### src/rtl/seg_sched_pkg.sv
`default_nettype none
// +------------------------------------------------------------------+
// | Package : seg_sched_pkg                                          |
// | Shared types, constants and small helpers for the seven-segment  |
// | display scheduler (state enum, client count, dash symbol).       |
// | Revision: 1.0 - initial release                                  |
// +------------------------------------------------------------------+
package seg_sched_pkg;

  localparam int N_CLIENTS = 3;
  localparam logic [3:0] SYM_DASH = 4'h9;
  localparam logic [15:0] DEFAULT_IDLE_PATTERN = {4{SYM_DASH}};

  typedef enum logic [1:0] {
    ST_IDLE = 2'd0,
    ST_HOLD = 2'd1,
    ST_OPEN = 2'd2
  } sched_state_t;

  // Next index in round-robin order (mod 3).
  function automatic logic [1:0] rr_next(input logic [1:0] idx);
    return (idx == 2'd2) ? 2'd0 : idx + 2'd1;
  endfunction

  // Request bit of a client; an out-of-range index reads as no request.
  function automatic logic req_bit(input logic [N_CLIENTS-1:0] req, input logic [1:0] idx);
    case (idx)
      2'd0:    return req[0];
      2'd1:    return req[1];
      2'd2:    return req[2];
      default: return 1'b0;
    endcase
  endfunction

  // Three-way word select by client index.
  function automatic logic [15:0] mux3(input logic [1:0] idx, input logic [15:0] a,
                                       input logic [15:0] b, input logic [15:0] c);
    case (idx)
      2'd0:    return a;
      2'd1:    return b;
      default: return c;
    endcase
  endfunction

  // One-hot grant for a client index.
  function automatic logic [N_CLIENTS-1:0] onehot3(input logic [1:0] idx);
    case (idx)
      2'd0:    return 3'b001;
      2'd1:    return 3'b010;
      2'd2:    return 3'b100;
      default: return 3'b000;
    endcase
  endfunction

endpackage
`default_nettype wire

### src/rtl/seg_display_scheduler_if.sv
`default_nettype none
// +------------------------------------------------------------------+
// | Interface : seg_display_scheduler_if                             |
// | Client request/data bundle and display-side outputs.             |
// |   req[2:0]      per-client level request                         |
// |   nums0..nums2  client display words                             |
// |   nums_out      word to SevenSegment.nums                        |
// |   grant[2:0]    one-hot owner, zero when idle                    |
// |   busy          high whenever grant is non-zero                  |
// | Modports: master (clients side), slave (scheduler side).         |
// | Revision: 1.0 - initial release                                  |
// +------------------------------------------------------------------+
interface seg_display_scheduler_if import seg_sched_pkg::*; ();

  logic [N_CLIENTS-1:0] req;
  logic [15:0]          nums0;
  logic [15:0]          nums1;
  logic [15:0]          nums2;
  logic [15:0]          nums_out;
  logic [N_CLIENTS-1:0] grant;
  logic                 busy;

  modport master (
    output req, nums0, nums1, nums2,
    input  nums_out, grant, busy
  );

  modport slave (
    input  req, nums0, nums1, nums2,
    output nums_out, grant, busy
  );

endinterface
`default_nettype wire

### src/rtl/seg_display_scheduler_rr_pick3.sv
`default_nettype none
// +------------------------------------------------------------------+
// | Module : rr_pick3                                                |
// | Combinational 3-way round-robin picker. Search order is          |
// | last+1, last+2, last (mod 3); one index may be excluded.         |
// |   req[2:0], last[1:0], exclude_en, exclude_idx[1:0] -> valid,idx |
// | Revision: 1.0 - initial release                                  |
// +------------------------------------------------------------------+
module rr_pick3
  import seg_sched_pkg::*;
(
  input  logic [N_CLIENTS-1:0] req,
  input  logic [1:0]           last,
  input  logic                 exclude_en,
  input  logic [1:0]           exclude_idx,
  output logic                 valid,
  output logic [1:0]           idx
);

  logic [1:0] w_c0, w_c1, w_c2;
  logic       w_ok0, w_ok1, w_ok2;

  assign w_c0 = rr_next(last);
  assign w_c1 = rr_next(w_c0);
  assign w_c2 = rr_next(w_c1);

  assign w_ok0 = req_bit(req, w_c0) & ~(exclude_en & (exclude_idx == w_c0));
  assign w_ok1 = req_bit(req, w_c1) & ~(exclude_en & (exclude_idx == w_c1));
  assign w_ok2 = req_bit(req, w_c2) & ~(exclude_en & (exclude_idx == w_c2));

  always_comb begin
    valid = 1'b0;
    idx   = 2'd0;
    if (w_ok0) begin
      valid = 1'b1;
      idx   = w_c0;
    end else if (w_ok1) begin
      valid = 1'b1;
      idx   = w_c1;
    end else if (w_ok2) begin
      valid = 1'b1;
      idx   = w_c2;
    end
  end

endmodule
`default_nettype wire

### src/rtl/seg_display_scheduler.sv
`default_nettype none
// +------------------------------------------------------------------+
// | Module : seg_display_scheduler                                   |
// | Time-shares one four-digit seven-segment display among three     |
// | clients: round-robin arbitration, minimum hold time per grant,   |
// | dash pattern when idle.                                          |
// |   clk, rst (sync, active-high)                                   |
// |   bus : seg_display_scheduler_if.slave (req, nums0..2 in;        |
// |         nums_out, grant, busy out - all registered)              |
// | Revision: 1.0 - initial release                                  |
// +------------------------------------------------------------------+
module seg_display_scheduler
  import seg_sched_pkg::*;
#(
  parameter logic [23:0] HOLD_CYCLES  = 24'd1_000_000,
  parameter logic [15:0] IDLE_PATTERN = DEFAULT_IDLE_PATTERN
) (
  input  logic                  clk,
  input  logic                  rst,
  seg_display_scheduler_if.slave bus
);

  localparam logic [23:0] c_RELOAD = HOLD_CYCLES - 24'd1;

  sched_state_t         r_state, w_state_nxt;
  logic [23:0]          r_cnt, w_cnt_nxt;
  logic [1:0]           r_last, w_last_nxt;   // also the current owner while busy
  logic [N_CLIENTS-1:0] r_grant, w_grant_nxt;
  logic [15:0]          r_nums, w_nums_nxt;
  logic                 r_busy;

  logic        w_pick_valid;
  logic [1:0]  w_pick_idx;
  logic        w_owner_req;
  logic [15:0] w_owner_nums;
  logic [15:0] w_pick_nums;

  // In OPEN only non-owners may take over; elsewhere the owner is simply
  // searched last, which the round-robin order already provides.
  rr_pick3 u_pick (
    .req         (bus.req),
    .last        (r_last),
    .exclude_en  (r_state == ST_OPEN),
    .exclude_idx (r_last),
    .valid       (w_pick_valid),
    .idx         (w_pick_idx)
  );

  assign w_owner_req  = req_bit(bus.req, r_last);
  assign w_owner_nums = mux3(r_last, bus.nums0, bus.nums1, bus.nums2);
  assign w_pick_nums  = mux3(w_pick_idx, bus.nums0, bus.nums1, bus.nums2);

  always_comb begin
    w_state_nxt = r_state;
    w_cnt_nxt   = r_cnt;
    w_last_nxt  = r_last;
    w_grant_nxt = r_grant;
    w_nums_nxt  = r_nums;
    case (r_state)
      ST_IDLE: begin
        w_grant_nxt = '0;
        w_nums_nxt  = IDLE_PATTERN;
        if (w_pick_valid) begin
          w_state_nxt = ST_HOLD;
          w_last_nxt  = w_pick_idx;
          w_grant_nxt = onehot3(w_pick_idx);
          w_cnt_nxt   = c_RELOAD;
          w_nums_nxt  = w_pick_nums;
        end
      end
      ST_HOLD: begin
        if (r_cnt != 24'd0) begin
          w_cnt_nxt = r_cnt - 24'd1;
          // Owner dropping req mid-hold freezes the word so short notes stay visible.
          if (w_owner_req) w_nums_nxt = w_owner_nums;
        end else if (w_pick_valid && (w_pick_idx != r_last)) begin
          w_last_nxt  = w_pick_idx;
          w_grant_nxt = onehot3(w_pick_idx);
          w_cnt_nxt   = c_RELOAD;
          w_nums_nxt  = w_pick_nums;
        end else if (w_pick_valid) begin
          w_state_nxt = ST_OPEN;
          w_nums_nxt  = w_owner_nums;
        end else begin
          w_state_nxt = ST_IDLE;
          w_grant_nxt = '0;
          w_nums_nxt  = IDLE_PATTERN;
        end
      end
      ST_OPEN: begin
        if (w_pick_valid) begin
          w_state_nxt = ST_HOLD;
          w_last_nxt  = w_pick_idx;
          w_grant_nxt = onehot3(w_pick_idx);
          w_cnt_nxt   = c_RELOAD;
          w_nums_nxt  = w_pick_nums;
        end else if (!w_owner_req) begin
          w_state_nxt = ST_IDLE;
          w_grant_nxt = '0;
          w_nums_nxt  = IDLE_PATTERN;
        end else begin
          w_nums_nxt = w_owner_nums;
        end
      end
      default: begin
        w_state_nxt = ST_IDLE;
        w_grant_nxt = '0;
        w_nums_nxt  = IDLE_PATTERN;
      end
    endcase
  end

  always_ff @(posedge clk) begin
    if (rst) begin
      r_state <= ST_IDLE;
      r_cnt   <= 24'd0;
      r_last  <= 2'd2;       // client 0 is first in line after reset
      r_grant <= '0;
      r_nums  <= IDLE_PATTERN;
      r_busy  <= 1'b0;
    end else begin
      r_state <= w_state_nxt;
      r_cnt   <= w_cnt_nxt;
      r_last  <= w_last_nxt;
      r_grant <= w_grant_nxt;
      r_nums  <= w_nums_nxt;
      r_busy  <= |w_grant_nxt;
    end
  end

  assign bus.nums_out = r_nums;
  assign bus.grant    = r_grant;
  assign bus.busy     = r_busy;

endmodule
`default_nettype wire

### src/flat_wrapper.sv
// flat-port wrapper written by rule: the top's interface ports become plain ports
module seg_display_scheduler_flat import seg_sched_pkg::*;
#(
  parameter logic [23:0] HOLD_CYCLES  = 24'd1_000_000,
  parameter logic [15:0] IDLE_PATTERN = DEFAULT_IDLE_PATTERN
)
  (clk, rst, bus_req, bus_nums0, bus_nums1, bus_nums2, bus_nums_out, bus_grant, bus_busy);
  seg_display_scheduler_if bus_i ();
  input  logic clk;
  input  logic rst;
  input wire logic [$bits(bus_i.req)-1:0] bus_req;
  input wire logic [$bits(bus_i.nums0)-1:0] bus_nums0;
  input wire logic [$bits(bus_i.nums1)-1:0] bus_nums1;
  input wire logic [$bits(bus_i.nums2)-1:0] bus_nums2;
  output wire logic [$bits(bus_i.nums_out)-1:0] bus_nums_out;
  output wire logic [$bits(bus_i.grant)-1:0] bus_grant;
  output wire logic [$bits(bus_i.busy)-1:0] bus_busy;
  assign bus_i.req = bus_req;
  assign bus_i.nums0 = bus_nums0;
  assign bus_i.nums1 = bus_nums1;
  assign bus_i.nums2 = bus_nums2;
  assign bus_nums_out = bus_i.nums_out;
  assign bus_grant = bus_i.grant;
  assign bus_busy = bus_i.busy;
  seg_display_scheduler #(.HOLD_CYCLES(HOLD_CYCLES), .IDLE_PATTERN(IDLE_PATTERN)) u_core (.clk(clk), .rst(rst), .bus(bus_i));
endmodule
### config.mk
export PLATFORM = sky130hd
export DESIGN_NAME = seg_display_scheduler_flat
export DESIGN_NICKNAME = d
export VERILOG_FILES = /design/src/rtl/seg_sched_pkg.sv /design/src/rtl/seg_display_scheduler_if.sv /design/src/rtl/seg_display_scheduler_rr_pick3.sv /design/src/rtl/seg_display_scheduler.sv /design/src/flat_wrapper.sv
export SDC_FILE = /design/constraint.sdc
export NUM_CORES = 1
export LEC_CHECK = 0
export BUFFER_PORTS_ARGS = -buffer_cell sky130_fd_sc_hd__buf_2
export CAP_MARGIN = 20
export CELL_PAD_IN_SITES_DETAIL_PLACEMENT = 1
export CELL_PAD_IN_SITES_GLOBAL_PLACEMENT = 2
export CORE_AREA = 5 5 104 106
export CTS_CLUSTER_SIZE = 24
export DETAILED_ROUTE_END_ITERATION = 6
export DIE_AREA = 0 0 109 111
export MAX_ROUTING_LAYER = met4
export PLACE_DENSITY_LB_ADDON = 0.1
export SLEW_MARGIN = 20
export SYNTH_ARGS = -nofsm -noshare
export SYNTH_HDL_FRONTEND = slang
export SYNTH_SLANG_ARGS = --single-unit
### constraint.sdc
create_clock -name clk -period 6.4 [get_ports clk]
set_input_delay 1.28 -clock clk [delete_from_list [all_inputs] [get_ports clk]]
set_output_delay 1.28 -clock clk [all_outputs]
set_load 0.02 [all_outputs]
==> impl_results.md, run 1 <==
- Drt wl/cell: 17.9 µm
- Synthesized area: 3260 µm²
- Crit path max fanout: 23
- Ports: 73
- Worst r2r dst: u_core.r_cnt[1]
- Ys async rst share: 0
- Post-cts resize count: 0
- Post-Layout Inst Area: 3820 µm²
- Mapped Nets: 470
- Final Max Tran Viols: 0
- Port Buffers: 72
- Measured slew at the worst slew-check pin: 1.03 ns
- Nets@finish: 526
- Leading cell type by number of instances after synthesis: dfxtp_1
- CP Launch Type: flip-flop
- Post-route ant nets: 0
- Die W: 109 µm
- Final period utilization: 0.679
- Synth top area share: 0.295
- Synth top cells by count: dfxtp_1, a21oi_1, nor2_1
- Leakage: 1.49 nW
- CP arrival: 4.56 ns
- Commonest register cell after synthesis: dfxtp_1
- HP Class: reg -> reg
- Peak VDD IR: 0.000241 V
- Crit path time final: 4.34 ns
- Hold depth: 2
- Sequential share of the synthesized area: 0.295
- Post-CTS Setup Inserts: 0
- Syn Area/Cell: 7.94 µm²
- Clock root cell: clkbuf_8
- Pre-antenna DRT Iters: 4
- Dpl cell area: 3710 µm²
- Final worst slack: 2.06 ns
- Worst slack, placed: 1.83 ns
- Final Hold Viols: 0
- # rows: 36
- Final WL: 10.8 mm
- Initial core utilization: 0.336
- Critical path class: reg -> reg
- Longest Clk Path Bufs: 2
- Synth Register Bits: 48
- Crit end category: flip-flop
- Clock transition at path regs: 0.10 ns
- Inserted Clock Buffers: 5
- Pwr per Cell Area: 527 nW/µm²
- Layout cells sized above 1: 0.227
- First-pass GRT wire length: 17.8 mm
- Largest net degree at the start of global routing: 25
- Layout area overhead: 17.5%
- Chip height: 111 µm
- Clk sinks: 48
- Min-Delay Startpoint: u_core.bus.nums_out[5]
- CORE AREA: 9680 µm²
- Setup TNS: 0 ns
- Hold Worst Slack: 0.469 ns
- Netlist cell types: 60
- Power consumption: 2.01 mW
- Overall Global Routing Usage: 0.186
- Area leader, netlist: dfxtp_1
- Vias per inst: 5.59
- Hold Crit Endpoint: u_core.bus.nums_out[5]
- CTS H-tree lvls: 2
- Vias after detailed routing: 3355
- Total number of yosys warnings: 0
- Grt ovf: 0
- Number of antenna diodes: 0
- Hold buffer count at cts: 0
- RD Place Congestion: 0.789
- R2R depth: 11
- Count of final setup violators: 0
- Clk_skew: 0.00755 ns
- Die Area: 12100 µm²
- Worst EP required: 6.62 ns
- Max-cap viol count: 0
- DRC errors left: 0
- Number of flops mapped to enable cells by yosys: 0
- Rel. slew slack: 0.312
- DRT iter0 DRCs: 117
- Vias in the first global route: 3478
- Status: completed
- Insertion delay to the later sink of the worst-skew pair: 0.31 ns
- FF-to-FF setup slack: 2.06 ns
- Area contributors post-synth: dfxtp_1, a21oi_1, xnor2_1
- Initial antenna violation count: 0
- Cell count after synthesis: 410
- CTS tree: done
- RSZ-0062 raised after global routing: no
- Fmax: 230 MHz
- Post-detail-place hpwl: 7.92 mm
- Worst r2r src: u_core.r_last[1]
==> registers in the layout, summed over array words and instances, names as in the netlist <==
register,count
u_core.r_cnt,24
u_core.bus.nums_out,16
u_core.bus.grant,3
u_core.r_last,2
u_core.r_state,2
u_core.bus.busy,1
==> final cells by class <==
class	count	area (µm²)
inverter	11	41.3
tap	133	166
multi-input combinational	323	2150
sequential	48	961
clock buffer	5	68.8
timing repair buffer	77	398
clock inverter	3	42.5
fill	1196	5860
==> report_power, final <==
| group | internal, mW | switching, mW | total (mW) | leakage [nW] |
|---|---|---|---|---|
| clock | 0.116 | 0.111 | 0.227 | 0.0541 |
| sequential | 0.404 | 0.0880 | 0.492 | 0.396 |
| combinational | 0.472 | 0.823 | 1.30 | 1.03 |
==> critical path, cell delays in order, from the launching register on <==
cell,delay (ns)
dfxtp_1,0.38
inv_1,0.21
ha_1,0.51
nor4bb_1,0.52
a211oi_1,0.16
and3_1,0.25
o31ai_4,0.16
buf_4,0.33
xnor2_1,0.19
o21ai_1,0.84
nand2_2,0.32
a311oi_1,0.37
==> metrics by stage <==
stage,std cells,util
detailed placement,592,0.383
finish,600,0.395
global placement,592,0.383
CTS,600,0.394
floorplan,410,-
global route,600,0.395
==> worst max path at each step <==
stage	start	cells after the start	slack (ns)	to
floorplan	bus_req[1]	10	2.62	u_core.r_cnt[22]
global placement	bus_req[1]	11	1.92	u_core.r_cnt[23]
detailed placement	bus_req[1]	11	1.83	u_core.r_cnt[23]
CTS	u_core.r_last[1]	12	2.03	u_core.r_cnt[23]
global route	u_core.r_last[1]	12	1.62	u_core.r_cnt[23]
finish	u_core.r_last[1]	11	2.06	u_core.r_cnt[1]
==> kinds of logic (layout without fill, tap and decap cells) <==
| group | Yosys count | count (layout) | synth area share |
|---|---|---|---|
| AND/OR/NAND/NOR | 131 | 131 | 0.218 |
| adder cells (fa/ha/maj) | 7 | 7 | 0.0269 |
| AO/OA/AOI/OAI | 168 | 168 | 0.364 |
| flip-flops | 48 | 48 | 0.295 |
| XOR/XNOR | 17 | 17 | 0.0457 |
| buffers and inverters | 39 | 96 | 0.0511 |
==> routing by layer <==
metal,up-vias,global-route usage,wire length [µm]
met3,9,0.0239,301
met1,1636,0.243,5100
met5,-,-,0
met4,0,0.0379,126
li1,1664,-,-
met2,46,0.307,5230
==> cells in the final DEF, fill, tap and decap left out, types with 11 or more instances in the layout <==
master,synthesis,routed
buf_2,4,72
dfxtp_1,48,48
a21oi_1,39,39
nor2_1,33,33
nand2_1,30,30
o21ai_0,23,23
xnor2_1,17,17
o221ai_1,15,15
a22o_1,12,12
inv_1,11,11
Note: power is estimated with default switching activity, not from simulation.
==> run 2, diff against run 1 <==
--- a/config.mk
+++ b/config.mk
@@ -9,10 +9,10 @@
 export CAP_MARGIN = 20
 export CELL_PAD_IN_SITES_DETAIL_PLACEMENT = 1
 export CELL_PAD_IN_SITES_GLOBAL_PLACEMENT = 2
-export CORE_AREA = 5 5 104 106
+export CORE_AREA = 5 5 114 116
 export CTS_CLUSTER_SIZE = 24
 export DETAILED_ROUTE_END_ITERATION = 6
-export DIE_AREA = 0 0 109 111
+export DIE_AREA = 0 0 119 121
 export MAX_ROUTING_LAYER = met4
 export PLACE_DENSITY_LB_ADDON = 0.1
 export SLEW_MARGIN = 20
==> constraint.sdc (replaced) <==
create_clock -name clk -period 3.8 [get_ports clk]
set_input_delay 0.76 -clock clk [delete_from_list [all_inputs] [get_ports clk]]
set_output_delay 0.76 -clock clk [all_outputs]
set_load 0.02 [all_outputs]
==> run 2 against run 1 <==
Global-route usage decreased by 1.9 points. Critical path type unchanged. Final cell count increased by 4.8%. Worst hold slack got worse by 0.0058 ns. Maximum frequency increased by 21%.
==> impl_results.md, run 2 (synthesized netlist as in run 1, its figures left out) <==
- Status: completed
- Biggest register: u_core.r_cnt
- RSZ-0062 raised after global routing: yes
- Peak VDD IR: 0.000203 V (-16%)
- HP Class: reg -> reg
- First-pass GRT wire length: 19.2 mm (+8.1%)
- Count of final setup violators: 0 (unchanged)
- Filler Cell Count: 1473 (+23%)
- Fmax: 279 MHz (+21%)
- Area of the multi-input gates: 2170 µm² (+1.3%)
- Critical path origin: u_core.r_last[0]
- Pre-antenna DRT Iters: 4 (unchanged)
- Final WL: 11.6 mm (+8.1%)
- CTS H-tree lvls: 2 (unchanged)
- Core Util, Final: 0.342 (-0.0533)
- Crit path time final: 3.59 ns (-0.754 ns)
- Vias per inst: 5.53 (-1.1%)
- Longest Clk Path Bufs: 2 (unchanged)
- Critical path's top delay family: compound AO/OA/AOI/OAI gates
- CP arrival: 3.81 ns (-0.75 ns)
- Die W: 119 µm (+9.2%)
- Max-cap viol count: 0 (unchanged)
- CP Launch Type: flip-flop
- DRC errors left: 0 (unchanged)
- Clock root cell: clkbuf_16
- Sequential cell area: 961 µm² (unchanged)
- Final period utilization: 0.944 (+0.266)
- Clk sinks: 48 (unchanged)
- Crit path max fanout: 20 (-13%)
- Leakage: 1.59 nW (+7.1%)
- Largest stage delay on the critical path: 0.48 ns (-0.36 ns)
- Most frequent cells in the layout: buf_2, dfxtp_1, a21oi_1
- Measured slew at the worst slew-check pin: 0.986 ns (-0.0391 ns)
- Clock transition at path regs: 0.07 ns (-0.03 ns)
- DRT iter0 DRCs: 160 (+37%)
- R2R depth: 12 (+1)
- Final Hold Viols: 0 (unchanged)
- Insertion delay to the later sink of the worst-skew pair: 0.29 ns (-0.02 ns)
- Hold depth: 2 (unchanged)
- Worst slack, placed: 0.213 ns (-1.62 ns)
- Overall Global Routing Usage: 0.167 (-0.0191)
- Largest net degree at the start of global routing: 24 (-4.0%)
- CP bufs+invs: 2 (unchanged)
- Worst r2r dst: u_core.bus.nums_out[15]
- Ports: 73 (unchanged)
- Max reg flops: 24 (unchanged)
- CP cell instances: inv_1 > ha_1 > a22oi_1 > a211oi_1 > or2_2 > o31ai_4 > buf_4 > xnor2_1 > a31oi_2 > nor2b_1 > or4_4 > o211ai_2
- Min-Delay Startpoint: u_core.bus.nums_out[9]
- Port Buffers: 72 (unchanged)
- Final worst slack: 0.211 ns (-1.85 ns)
- Hold Worst Slack: 0.463 ns (-0.00584 ns)
- Chip height: 121 µm (+9.0%)
- Drt wl/cell: 18.5 µm (+3.1%)
- RD Place Congestion: 0.769 (-2.5%)
- Rel. slew slack: 0.337 (+0.0256)
- Slowest CP cell: or4_4
- Worst EP required: 4.02 ns (-2.60 ns)
- Post-route ant nets: 0 (unchanged)
- Worst r2r src: u_core.r_last[0]
- Most common cell after layout, fill and taps aside: buf_2
- CORE AREA: 11800 µm² (+22%)
- Pwr per Cell Area: 920 nW/µm² (+75%)
- Vias after detailed routing: 3480 (+3.7%)
- Clk_skew: 0.00664 ns (-0.000917 ns)
- Initial antenna violation count: 0 (unchanged)
- Final Max Tran Viols: 0 (unchanged)
- Post-detail-place hpwl: 8.60 mm (+8.6%)
- Layout cells sized above 1: 0.259 (+0.0324)
- Initial core utilization: 0.276 (-0.0605)
- Inserted Clock Buffers: 5 (unchanged)
- Nets@finish: 541 (+2.9%)
- Vias in the first global route: 3579 (+2.9%)
- Critical path class: reg -> reg
- # rows: 40 (+11%)
- Crit end category: flip-flop
- Hold Crit Endpoint: u_core.bus.nums_out[9]
- Number of antenna diodes: 0 (unchanged)
- Grt ovf: 0 (unchanged)
- FF-to-FF setup slack: 0.21 ns (-1.85 ns)
- Post-CTS Setup Inserts: 0 (unchanged)
- Layout area overhead: 23.9%
- Die Area: 14400 µm² (+19%)
- CTS tree: done
-- run 2: cell types whose count changed in the layout (fill, tap and decap cells not counted), sizes merged --
cell / change
clkinvlp: -1
clkbuf: +1
buf: +15
-- run 2: final cells by class --
class,count,area share
clock buffer,6,0.0319
clock inverter,2,0.00868
inverter,11,0.0102
multi-input combinational,323,0.539
sequential,48,0.238
tap,147,0.0456
timing repair buffer,92,0.127
-- run 2: tightest hold or removal path: stages (launching register included) --
cell	delay, ns
dfxtp_1	0.33
nand2_1	0.05
o221ai_1	0.05
-- run 2: report_power, final --
group / switching (mW) / total (mW) / internal, mW
logic: 1.49 / 2.38 / 0.896
clock network: 0.206 / 0.516 / 0.310
registers: 0.132 / 0.813 / 0.681
total: 1.82 / 3.71 / 1.89
-- run 2: what timing repair did --
item / 4_1_cts / 5_1_grt
resized for setup: 0 / 8
endpoints found under the setup margin: 0 / 24
hold buffers: 0 / 0
-- run 2: stage by stage --
step	cells	power, mW	cell area [µm²]	TNS, ns
6_report	629	3.71	4040	0
5_1_grt	629	4.01	4040	-0.0135
4_1_cts	629	3.72	4010	0
3_5_place_dp	621	3.18	3850	0
3_3_place_gp	621	3.16	3850	0
2_1_floorplan	410	2.43	3260	0
-- run 2: worst max path at each step --
stage	endpoint	slack, ns	cells after the start
finish	u_core.bus.nums_out[15]	0.21	12
global route	u_core.bus.nums_out[15]	-0.01	12
global placement	u_core.bus.nums_out[15]	0.29	12
floorplan	u_core.r_cnt[22]	0.51	12
detailed placement	u_core.bus.nums_out[13]	0.21	12
CTS	u_core.bus.nums_out[13]	0.14	12
-- run 2: routing by layer --
| metal | GRT usage | vias to the layer above | share of wire |
|---|---|---|---|
| met3 | 0.0289 | 7 | 0.036 |
| met5 | - | - | 0 |
| li1 | - | 1691 | - |
| met4 | 0.0304 | 0 | 0.0083 |
| met1 | 0.209 | 1728 | 0.47 |
| met2 | 0.286 | 54 | 0.49 |
==> run 3, diff against run 2 <==
--- a/config.mk
+++ b/config.mk
@@ -13,6 +13,7 @@
 export CTS_CLUSTER_SIZE = 24
 export DETAILED_ROUTE_END_ITERATION = 6
 export DIE_AREA = 0 0 119 121
+export GPL_TIMING_DRIVEN = 0
 export MAX_ROUTING_LAYER = met4
 export PLACE_DENSITY_LB_ADDON = 0.1
 export SLEW_MARGIN = 20
==> run 3 against run 2 <==
First-iteration DRC count shrank 3.8%. Combinational power grew 4%. Flip-flop and latch count is the same. Critical path type unchanged. Largest power group unchanged. Highest routed layer unchanged.
==> impl_results.md, run 3 (synthesized netlist as in run 1, its figures left out) <==
- Most frequent cells in the layout: buf_2, dfxtp_1, a21oi_1
- Overall Global Routing Usage: 0.175 (+0.00848)
- CP Launch Type: flip-flop
- Post-route ant nets: 0 (unchanged)
- Vias per inst: 5.48 (-0.93%)
- Critical path's top delay family: compound AO/OA/AOI/OAI gates
- Layout area overhead: 25.5%
- Nets@finish: 550 (+1.7%)
- Layout cells sized above 1: 0.257 (-0.00272)
- Chip height: 121 µm (unchanged)
- Largest net degree at the start of global routing: 15 (-38%)
- Peak VDD IR: 0.000249 V (+23%)
- Vias in the first global route: 3676 (+2.7%)
- Final period utilization: 0.936 (-0.00815)
- CORE AREA: 11800 µm² (unchanged)
- Crit end category: flip-flop
- Post-detail-place hpwl: 8.96 mm (+4.2%)
- Drt wl/cell: 18.9 µm (+2.4%)
- Clk sinks: 48 (unchanged)
- CP arrival: 3.75 ns (-0.06 ns)
- Clk_skew: 0.00587 ns (-0.000767 ns)
- Crit path time final: 3.56 ns (-0.0310 ns)
- Status: completed
- Critical path class: reg -> reg
- Vias after detailed routing: 3497 (+0.49%)
- Clock transition at path regs: 0.07 ns (about the same)
- Rel. slew slack: 0.499 (+0.162)
- R2R depth: 12 (unchanged)
- Longest Clk Path Bufs: 2 (unchanged)
- CP cell instances: inv_1 > ha_1 > a22oi_1 > a211oi_1 > or2_2 > o31ai_4 > xnor2_2 > o21ai_2 > clkbuf_2 > a2111oi_1 > xnor2_1 > nor2_1
- DRT iter0 DRCs: 154 (-3.8%)
- Leakage: 1.60 nW (+0.43%)
- Slowest CP cell: a2111oi_1
- DRC errors left: 0 (unchanged)
- Pre-antenna DRT Iters: 4 (unchanged)
- Pwr per Cell Area: 932 nW/µm² (+1.3%)
- Port Buffers: 72 (unchanged)
- Worst EP required: 3.99 ns (-0.03 ns)
- Critical path depth in cells: 12 (unchanged)
- Max reg flops: 24 (unchanged)
- Inserted Clock Buffers: 5 (unchanged)
- Final WL: 12.1 mm (+3.8%)
- RD Place Congestion: 0.767 (-0.31%)
- Hold buffer count at cts: 0 (unchanged)
- Measured slew at the worst slew-check pin: 0.750 ns (-0.237 ns)
- Largest stage delay on the critical path: 0.44 ns (-0.04 ns)
- Die Area: 14400 µm² (unchanged)
- Hold Worst Slack: 0.457 ns (-0.00557 ns)
- # rows: 40 (unchanged)
- Die W: 119 µm (unchanged)
- Ports: 73 (unchanged)
- Grt ovf: 0 (unchanged)
- Core Util, Final: 0.346 (+0.00424)
- Insertion delay to the later sink of the worst-skew pair: 0.30 ns (about the same)
- Initial core utilization: 0.276 (unchanged)
- Most common cell after layout, fill and taps aside: buf_2
- HP Class: reg -> reg
- CTS H-tree lvls: 2 (unchanged)
- CP bufs+invs: 2 (unchanged)
- Initial antenna violation count: 0 (unchanged)
- First-pass GRT wire length: 19.7 mm (+2.7%)
- Biggest register: u_core.r_cnt
- Final Hold Viols: 0 (unchanged)
- Count of final setup violators: 0 (unchanged)
- Max-cap viol count: 0 (unchanged)
- Hold depth: 2 (unchanged)
- Clock root cell: clkbuf_16
- CTS tree: done
- Crit path max fanout: 10 (-50%)
- Final Max Tran Viols: 0 (unchanged)
- Fmax: 281 MHz (+0.87%)
- Number of antenna diodes: 0 (unchanged)
-- run 3: per-layer routing --
| metal | vias to the layer above | share of wire | track usage |
|---|---|---|---|
| met5 | - | 0 | - |
| met4 | 0 | 0.021 | 0.0608 |
| met1 | 1693 | 0.46 | 0.218 |
| met2 | 65 | 0.48 | 0.289 |
| met3 | 17 | 0.038 | 0.0298 |
| li1 | 1722 | - | - |
-- run 3: cell type report --
| class | instances | area (µm²) |
|---|---|---|
| Tap cell | 147 | 184 |
| Sequential cell | 48 | 963 |
| Multi-Input combinational cell | 323 | 2220 |
| Inverter | 11 | 41.3 |
| Timing Repair Buffer | 74 | 373 |
| Fill cell | 1447 | 7730 |
| Clock buffer | 6 | 129 |
| Buffer | 27 | 135 |
| Clock inverter | 2 | 35.0 |
-- run 3: what timing repair did --
action / 4_1_cts / 5_1_grt
setup buffers: 1 / 0
endpoints found under the hold margin: 0 / 0
endpoints found under the setup margin: 44 / 39
gates resized for setup: 17 / 13
gates cloned: 0 / 0
pin swaps: 1 / 0
-- run 3: stage by stage --
step / instances / total power, mW / area, µm² / TNS [ns] / worst slack [ns]
final: 638 / 3.81 / 4090 / 0 / 0.242
after global placement: 629 / 3.10 / 3800 / -13.82 / -0.513
after floorplan: 410 / 2.43 / 3260 / 0 / 0.510
after global routing: 638 / 4.13 / 4090 / -0.00451 / -0.00451
after detailed placement: 630 / 3.14 / 3800 / -13.91 / -0.457
after CTS: 639 / 3.79 / 4040 / 0 / 0.0523
-- run 3: worst min-delay path, cell delays in order, from the launching register on --
cell and delay [ns]:
dfxtp_1 0.30, o41ai_1 0.05, a21oi_1 0.06
-- run 3: worst paths after layout --
check | start | slack, ns | endpoint
min | u_core.r_cnt[8] | 0.46 | u_core.r_cnt[8]
min reg2reg | u_core.r_cnt[8] | 0.46 | u_core.r_cnt[8]
max | u_core.r_last[0] | 0.24 | u_core.r_cnt[7]
max reg2reg | u_core.r_last[0] | 0.24 | u_core.r_cnt[7]
-- run 3: power by group --
part	leakage, nW	internal, mW	switching, mW
sequential	0.396	0.683	0.133
combinational	1.12	0.906	1.56
clock	0.0808	0.310	0.211
